`src/rtl/cpu_pkg.sv`:
```
// Shared constants for the single-cycle 8-bit CPU: widths, opcodes,
// instruction field positions and the branch-target helper.
package cpu_pkg;

    localparam int PC_W   = 32;
    localparam int DATA_W = 8;
    localparam int NREG   = 8;
    localparam int REG_AW = 3;

    localparam logic [7:0] OP_LOADI = 8'h00;
    localparam logic [7:0] OP_MOV   = 8'h01;
    localparam logic [7:0] OP_ADD   = 8'h02;
    localparam logic [7:0] OP_SUB   = 8'h03;
    localparam logic [7:0] OP_AND   = 8'h04;
    localparam logic [7:0] OP_OR    = 8'h05;
    localparam logic [7:0] OP_J     = 8'h06;
    localparam logic [7:0] OP_BEQ   = 8'h07;
    localparam logic [7:0] OP_BNE   = 8'h08;
    localparam logic [7:0] OP_MULT  = 8'h09;
    localparam logic [7:0] OP_SLL   = 8'h0A;
    localparam logic [7:0] OP_SRL   = 8'h0B;
    localparam logic [7:0] OP_SRA   = 8'h0C;
    localparam logic [7:0] OP_ROR   = 8'h0D;

    localparam int OP_MSB   = 31;
    localparam int OP_LSB   = 24;
    localparam int OFF_MSB  = 23;
    localparam int OFF_LSB  = 16;
    localparam int DEST_MSB = 18;
    localparam int DEST_LSB = 16;
    localparam int SRC1_MSB = 10;
    localparam int SRC1_LSB = 8;
    localparam int SRC2_MSB = 2;
    localparam int SRC2_LSB = 0;
    localparam int IMM_MSB  = 7;
    localparam int IMM_LSB  = 0;

    // Offset counts words relative to the following instruction.
    function automatic logic [PC_W-1:0] branch_target(input logic [PC_W-1:0] pc,
                                                      input logic [7:0]      off);
        return pc + 32'd4 + {{22{off[7]}}, off, 2'b00};
    endfunction

endpackage

```
`src/rtl/cpu_reg_file.sv`:
```
// 8x8 register file: two combinational read ports, one write port on the
// rising edge, asynchronously cleared.
module reg_file
    import cpu_pkg::*;
(
    input  logic              clk,
    input  logic              rst_n,
    input  logic              we,
    input  logic [REG_AW-1:0] waddr,
    input  logic [DATA_W-1:0] wdata,
    input  logic [REG_AW-1:0] raddr1,
    input  logic [REG_AW-1:0] raddr2,
    output logic [DATA_W-1:0] rdata1,
    output logic [DATA_W-1:0] rdata2
);

    logic [DATA_W-1:0] reg_array [0:NREG-1];

    // Storage: cleared by reset, otherwise written when enabled.
    always_ff @(posedge clk or negedge rst_n) begin
        if (!rst_n) begin
            for (int i = 0; i < NREG; i++) begin
                reg_array[i] <= {DATA_W{1'b0}};
            end
        end else if (we) begin
            reg_array[waddr] <= wdata;
        end
    end

    assign rdata1 = reg_array[raddr1];
    assign rdata2 = reg_array[raddr2];

endmodule

```
`src/rtl/cpu.sv`:
```
// Single-cycle 8-bit processor: decode, register read, ALU and PC update
// all complete within one clock; state commits on the rising edge.
module cpu
    import cpu_pkg::*;
(
    input  logic            CLK,
    input  logic            RESET,
    input  logic [31:0]     INSTRUCTION,
    output logic [PC_W-1:0] PC_OUT
);

    logic [PC_W-1:0]   pc_r;
    logic [PC_W-1:0]   next_pc_s;
    logic [7:0]        op_s;
    logic [7:0]        off_s;
    logic [7:0]        imm_s;
    logic [REG_AW-1:0] dest_s;
    logic [REG_AW-1:0] src1_s;
    logic [REG_AW-1:0] src2_s;
    logic [DATA_W-1:0] rd1_s;
    logic [DATA_W-1:0] rd2_s;
    logic [DATA_W-1:0] alu_res_s;
    logic [DATA_W-1:0] sra_s;
    logic [15:0]       prod_s;
    logic [15:0]       rot_s;
    logic              big_shift_s;
    logic              we_s;
    logic              taken_s;

    assign op_s   = INSTRUCTION[OP_MSB:OP_LSB];
    assign off_s  = INSTRUCTION[OFF_MSB:OFF_LSB];
    assign dest_s = INSTRUCTION[DEST_MSB:DEST_LSB];
    assign src1_s = INSTRUCTION[SRC1_MSB:SRC1_LSB];
    assign src2_s = INSTRUCTION[SRC2_MSB:SRC2_LSB];
    assign imm_s  = INSTRUCTION[IMM_MSB:IMM_LSB];

    reg_file u_regfile (
        .clk    (CLK),
        .rst_n  (RESET),
        .we     (we_s),
        .waddr  (dest_s),
        .wdata  (alu_res_s),
        .raddr1 (src1_s),
        .raddr2 (src2_s),
        .rdata1 (rd1_s),
        .rdata2 (rd2_s)
    );

    // Shift amounts of 8 or more saturate: sra clamps to 7 so only sign bits remain.
    assign big_shift_s = (imm_s[7:3] != 5'd0);
    assign prod_s      = {8'd0, rd1_s} * {8'd0, rd2_s};
    assign rot_s       = {rd1_s, rd1_s} >> imm_s[2:0];
    assign sra_s       = $signed(rd1_s) >>> (big_shift_s ? 3'd7 : imm_s[2:0]);

    // Opcode decode, ALU result and branch decision.
    always_comb begin
        alu_res_s = {DATA_W{1'b0}};
        we_s      = 1'b0;
        taken_s   = 1'b0;
        case (op_s)
            OP_LOADI: begin alu_res_s = imm_s;           we_s = 1'b1; end
            OP_MOV:   begin alu_res_s = rd2_s;           we_s = 1'b1; end
            OP_ADD:   begin alu_res_s = rd1_s + rd2_s;   we_s = 1'b1; end
            OP_SUB:   begin alu_res_s = rd1_s - rd2_s;   we_s = 1'b1; end
            OP_AND:   begin alu_res_s = rd1_s & rd2_s;   we_s = 1'b1; end
            OP_OR:    begin alu_res_s = rd1_s | rd2_s;   we_s = 1'b1; end
            OP_MULT:  begin alu_res_s = prod_s[7:0];     we_s = 1'b1; end
            OP_SLL:   begin
                alu_res_s = big_shift_s ? {DATA_W{1'b0}} : (rd1_s << imm_s[2:0]);
                we_s      = 1'b1;
            end
            OP_SRL:   begin
                alu_res_s = big_shift_s ? {DATA_W{1'b0}} : (rd1_s >> imm_s[2:0]);
                we_s      = 1'b1;
            end
            OP_SRA:   begin alu_res_s = sra_s;           we_s = 1'b1; end
            OP_ROR:   begin alu_res_s = rot_s[7:0];      we_s = 1'b1; end
            OP_J:     taken_s = 1'b1;
            OP_BEQ:   taken_s = (rd1_s == rd2_s);
            OP_BNE:   taken_s = (rd1_s != rd2_s);
            default:  taken_s = 1'b0;
        endcase
    end

    assign next_pc_s = taken_s ? branch_target(pc_r, off_s) : (pc_r + 32'd4);

    // Program counter register.
    always_ff @(posedge CLK or negedge RESET) begin
        if (!RESET) begin
            pc_r <= {PC_W{1'b0}};
        end else begin
            pc_r <= next_pc_s;
        end
    end

    assign PC_OUT = pc_r;

endmodule

```
`config.mk`:
```
export PLATFORM = sky130hd
export DESIGN_NAME = cpu
export DESIGN_NICKNAME = d
export VERILOG_FILES = /design/src/rtl/cpu_pkg.sv /design/src/rtl/cpu_reg_file.sv /design/src/rtl/cpu.sv
export SDC_FILE = /design/constraint.sdc
export NUM_CORES = 1
export LEC_CHECK = 0
export BUFFER_PORTS_ARGS = -buffer_cell sky130_fd_sc_hd__clkbuf_2
export CORE_ASPECT_RATIO = 0.9
export CORE_UTILIZATION = 60
export CTS_CLUSTER_SIZE = 16
export DETAILED_ROUTE_END_ITERATION = 10
export GPL_TIMING_DRIVEN = 1
export HOLD_SLACK_MARGIN = 0.15
export MAX_ROUTING_LAYER = met4
export PLACE_DENSITY = 0.82
export RECOVER_POWER = 100
export SLEW_MARGIN = 40
export SYNTH_ARGS = -nofsm -noshare
export SYNTH_HDL_FRONTEND = slang
export SYNTH_SLANG_ARGS = --single-unit
```
`constraint.sdc`:
```
create_clock -name CLK -period 7.4 [get_ports CLK]
set_clock_uncertainty 0.05 [all_clocks]
set_input_delay 0.37 -clock CLK [delete_from_list [all_inputs] [get_ports CLK]]
set_output_delay 0.37 -clock CLK [all_outputs]
set_load 0.01 [all_outputs]
```
After elaboration in Yosys (flattened, before gate mapping)
Cells that the tools add are included.

storage, ports and cells
  bits of input ports = 34
  register bits = 96
  word-level logic and storage cells = 62

operators by class
  add/sub/neg operators = 4
  reductions and logical operators = 4
  shift operators = 4
  $lt $le $gt $ge = 4
  multipliers = 1
  eq/ne operators = 15
  multiplexer cells = 16
  bitwise operators = 5

operator list
  kind                     number
  $pmux W8 S11             1
  $bwmux W64               1
  $mux W8                  7
  $bmux W8 S3              2
  $eq A8 B4 Y1 const B     6
  $add A32 B3 Y32 const B  1
  $add A32 B32 Y32         1
  $eq A8 B3 Y1 const B     4
  $mux W32                 1
  $demux W8 S3             1
  $eq A8 B2 Y1 const B     2
  $shr A16 B3 Y8           1
  $ge A4 B4 Y1 const B     3
  $not A3 Y4               3
  $reduce_or A11 Y1        1
  $add A8 B8 Y8            1
  $and A8 B8 Y8            1
  $eq A8 B1 Y1 const B     1
  $eq A8 B8 Y1             1
  $logic_not A8 Y1         1
  $mul A8 B8 Y8            1
  $ne A8 B8 Y1             1
  $or A8 B8 Y8             1
  $shl A8 B3 Y8            1
  9 further kinds          9

Logic depth before layout (Yosys ltp)
  depth in word-level cells = 8
  depth in mapped cells = 22

Cells and area by module
From an unflattened synthesis, not the netlist that was laid out.

unflattened totals
  cells, all modules = 979
  area total of the unflattened synthesis = 9,291.4 um^2

modules (own cells, without submodules)
  module    area an instance (um^2)  times used  cells each  sequential area each (um^2)
  cpu       5,751.8                  1           778         750.7
  reg_file  3,539.6                  1           201         1,601.5

Worst setup path after synthesis
OpenSTA, ideal clock, no wires.

  path kind = input-to-reg
  start point = input port INSTRUCTION[0]
  end point = register u_regfile.reg_array[63] (netlist bit)
  setup slack = 1.890 ns
  arrival time = 5.335 ns
  stages = 22
  data required time = 7.225 ns
  buffers on the path = 2
  cell sequence = buf_4 -> buf_2 -> mux4_2 -> mux2i_1 -> inv_1 -> ha_1 -> inv_1 -> fa_1 -> inv_1 -> fa_1 -> ha_1 -> inv_1 -> fa_1 -> inv_1 -> ha_1 -> a21o_1 -> a21oi_1 -> xnor2_1 -> xnor2_1 -> xnor2_1 -> a211o_1 -> mux2_2

on the way
  word-level cells in the longest chain between the ends = 7
  elaborated cells on any way between the ends = 18
  classes of those cells = 2 x add/sub; 1 x mul; 4 x shift; 8 x mux; 3 x bitwise

RTL lines
  element                                      line                source
  start: declaration                           cpu.sv:8            input logic [31:0] INSTRUCTION,
  $not A3 Y4 (implied by the code)             cpu_reg_file.sv:31  assign rdata2 = reg_array[raddr2];
  $bmux W8 S3                                  cpu_reg_file.sv:31
  $mux W8 (implied by the code) (2 in series)  cpu_reg_file.sv:31
  $mul A8 B8 Y8, or another cell as far along  cpu.sv:51           assign prod_s = {8'd0, rd1_s} * {8'd0, rd2_s};
  $pmux W8 S11 *                               cpu.sv:60           case (op_s)
  $bwmux W64 *                                 cpu_reg_file.sv:26  reg_array[waddr] <= wdata;
  end signal: indexed assignment               cpu_reg_file.sv:23  reg_array[i] <= {DATA_W{1'b0}};
  end signal: indexed assignment               cpu_reg_file.sv:26
  end: declaration                             cpu_reg_file.sv:17  logic [DATA_W-1:0] reg_array [0:NREG-1];

Every way passes the cells marked *; elsewhere a longest branch is shown, timed or not. The select of a mux whose other input is x is not followed.
A chain may end at the register's enable or synchronous reset.

Worst setup path in the final report
  start point = input port INSTRUCTION[9]
  end point = register u_regfile.reg_array[29] (netlist bit)

on the way
  word-level cells in the longest chain between the ends = 8
  elaborated cells on any way between the ends = 17
  classes of those cells = 2 x add/sub; 1 x mul; 4 x shift; 7 x mux; 3 x bitwise

RTL lines
  element                                                                line                source
  $not A3 Y4 (implied by the code) *                                     cpu_reg_file.sv:30  assign rdata1 = reg_array[raddr1];
  $bmux W8 S3 *                                                          cpu_reg_file.sv:30
  $mux W8 (implied by the code) * (2 in series)                          cpu_reg_file.sv:30
  parallel branches: the longest is 2 deep, another holds $mul A8 B8 Y8  -
  $pmux W8 S11 *                                                         cpu.sv:60
  $bwmux W64 *                                                           cpu_reg_file.sv:26

Every way passes the cells marked *. The select of a mux whose other input is x is not followed.

==> metrics.md <==
| Metric | Value |
|---|---|
| Post-route ant nets | `0` |
| Slew @ Worst Pin | `4.05 ns` |
| Clk_lat worst skew | `0.35 ns` |
| Post-CTS sizing | `0` |
| Crit path time final | `about 6.5 ns` |
| # clock sinks | `94` |
| Post-synth top area share | `25.3%` |
| Crit. End Element | `flip-flop` |
| Die Ht | `120 um` |
| DP Cell Count | `roughly 1,200` |
| Starting Density | `62.3%` |
| Vias in the first global route | `7,805` |
| Initial drt markers | `1,013` |
| Synth Cell Area | `9300 sq um` |
| Hold Path Cell Cnt | `3` |
| Max-cap violation count | `1` |
| Drc violations | `0` |
| Violated checks | `max-capacitance violations, max-slew violations` |
| Achievable frequency | `154 MHz` |
| Area leader, netlist | `dfrtp_1` |
| Slew Viols, Final | `75` |
| RSZ-0062 raised after global routing | `no` |
| Synth top area cells | `dfrtp_1, ha_1, mux2_2` |
| YS warnings | `0` |
| Total Negative Setup Slacks | `0 ns` |
| Asr flop ratio synth | `100%` |
| Layer with the highest usage | `met2` |
| Outcome | `complete, but fails checks` |
| Layout Nets | `1,158` |
| Most frequent cells after synthesis | `dfrtp_1, nand2_1, ha_1, mux2_2, nor2_1` |
| I/O pin cnt | `66` |
| Root Driver | `clkbuf_16` |
| Count of cell types in the netlist | `73` |
| Area growth syn-to-layout | `8.34%` |
| Crit start category | `input port` |
| Routed Wire Length | `25,400 um` |
| CTS Buf Count | `9` |
| Crit-path max FO | `15` |
| Non-Filler Instances | `approximately 1,200` |
| Sequential area share after synthesis | `25.3%` |
| Met3 GRT Util | `about 5.4%` |
| Initial antenna violation count | `0` |
| GRT Total Usage | `33.8%` |
| Slew margin rel. | `-170%` |
| Final Hold Viols | `0` |
| Met2 usage | `roughly 53%` |
| N_diodes | `0` |
| CTS tree | `built` |
| Worst min-delay path class | `input port to flip-flop` |
| Crit path kind | `input port to flip-flop` |
| Leak Pwr | `4.65 nW` |
| Core Box Area | `14,900 sq um` |
| Arrival time at the worst endpoint | `6.61 ns` |
| Die ar. | `16,000 sq um` |
| DRT Pass-1 Iters | `6` |
| First-pass GRT wire length | `a little over 40,000 um` |
| Largest net degree at the start of global routing | `75` |
| H-tree Lvls | `3` |
| Post-synthesis register bit count | `94` |
| Clock-pin slew on the worst setup and hold paths | `0.07 ns` |
| Post-synth EDFFs | `0` |
| RePlAce Congestion | `1.03` |
| M1 GR Usage | `45.5%` |
| FP Rows | `42` |
| Final period utilization | `87.5%` |
| Peak supply drop | `0.263 mV` |
| Clk buf depth | `2` |
| # setup viols final | `0` |
| Syn_area_per_cell | `9.38 sq um` |
| Number of buffers added on ports | `a little under 60` |
| CP Data Required Time | `7.54 ns` |
| Reg2reg path depth | `20` |
| Share of layout cells above drive strength 1 | `~17%` |
| Post-Synthesis Cells | `992` |
| Die width | `133 um` |
| Dpl hpwl | `18,300 um` |
| Predominant post-synthesis flop cell | `dfrtp_1` |
| Total number of vias | `8,167` |
| Drt wl/cell | `20.4 um` |
| GRT overflow | `0` |
| Power per cell area | `209 nW/um^2` |
| DR vias/cell | `6.57` |
[what timing repair did]
item,4_1_cts,5_1_grt
hold endpoints to repair,20,0
setup buffers,0,0
endpoints found under the setup margin,0,0
hold buffers,1,0
[metal layers]
| layer | vias to the layer above | part of all wire (%) |
|---|---|---|
| met3 | 46 | 8.5 |
| met4 | 0 | 1.7 |
| li1 | 3737 | - |
| met1 | 3983 | 42 |
| met5 | - | 0 |
| met2 | 401 | 47 |
[critical path, cell delays in order]
cell	delay [ns]
clkbuf_1	0.94
mux4_2	0.64
mux2i_2	0.59
inv_1	0.31
nand2_1	0.15
fa_1	0.19
inv_1	0.06
fa_1	0.49
ha_1	0.29
inv_1	0.05
fa_1	0.52
inv_1	0.04
ha_1	0.33
xnor2_1	0.16
a22oi_1	0.19
o221ai_1	0.17
nor2_1	0.13
o311ai_0	0.16
a211oi_2	0.57
o21ai_0	0.24
[kinds of logic after synthesis]
| kind of cell | synth area share, % |
|---|---|
| and+or+nand+nor | 14.2 |
| other | 0.0403 |
| muxes | 20.9 |
| adders and majority gates | 12.5 |
| DFF | 25.3 |
| xor gates and xnor gates | 7.44 |
| AOI/OAI and AO/OA | 15.1 |
| buffers and inverters | 4.55 |
[stage by stage]
step | hold WS (ns) | power, mW | area, sq um | util (%) | setup WS, ns
2_1_floorplan | 0.0244 | 1.40 | 9300 | - | 1.89
3_3_place_gp | 0.215 | 1.63 | 9790 | 65.6 | 1.34
3_5_place_dp | 0.219 | 1.65 | 9850 | 66.0 | 1.21
4_1_cts | 0.384 | 2.12 | 10100 | 68.0 | 1.54
5_1_grt | 0.476 | 2.25 | 10100 | 67.5 | 0.606
6_report | 0.449 | 2.11 | 10100 | 67.5 | 0.927
[power breakdown]
group	switching (mW)	internal (mW)
Clock	0.221	0.236
Sequential	0.0867	0.586
Combinational	0.566	0.412
[path summary, 6_finish.rpt]
path | startpoint | end | slack, ns
max | INSTRUCTION[9] | u_regfile.reg_array[29] | 0.93
min | INSTRUCTION[16] | u_regfile.reg_array[13] | 0.45
max reg2reg | u_regfile.reg_array[2] | u_regfile.reg_array[29] | 1.59
min reg2reg | u_regfile.reg_array[23] | u_regfile.reg_array[23] | 0.48
max in group asynchronous | RESET | PC_OUT[9] | 2.21
min in group asynchronous | RESET | u_regfile.reg_array[12] | 0.69
[cells in the final DEF (no fill, tap or decap), types with 27 or more instances in the layout]
| master | count |
|---|---|
| clkbuf_1 | 36 |
| nand2_1 | 94 |
| nor2_1 | 66 |
| a21oi_1 | 51 |
| nand3_1 | 34 |
| ha_1 | 69 |
| o21ai_0 | 62 |
| dfrtp_1 | 94 |
| xnor2_1 | 54 |
| mux2_2 | 66 |
| inv_1 | 54 |
| mux4_2 | 27 |
[flip-flops by register name (all words and copies together) (netlist names)]
register	flops
u_regfile.reg_array	64
PC_OUT	30
[cell type report]
| cell class | count | area, sq um |
|---|---|---|
| clock buffers | 9 | 225 |
| clock inverters | 7 | 66.3 |
| fillers | 1215 | 4850 |
| inverters | 57 | 216 |
| multi-input cells | 799 | 6570 |
| flip-flops and latches | 94 | 2350 |
| well taps | 198 | 248 |
| repair buffers | 79 | 395 |
Power figures use the tool's default switching activity.
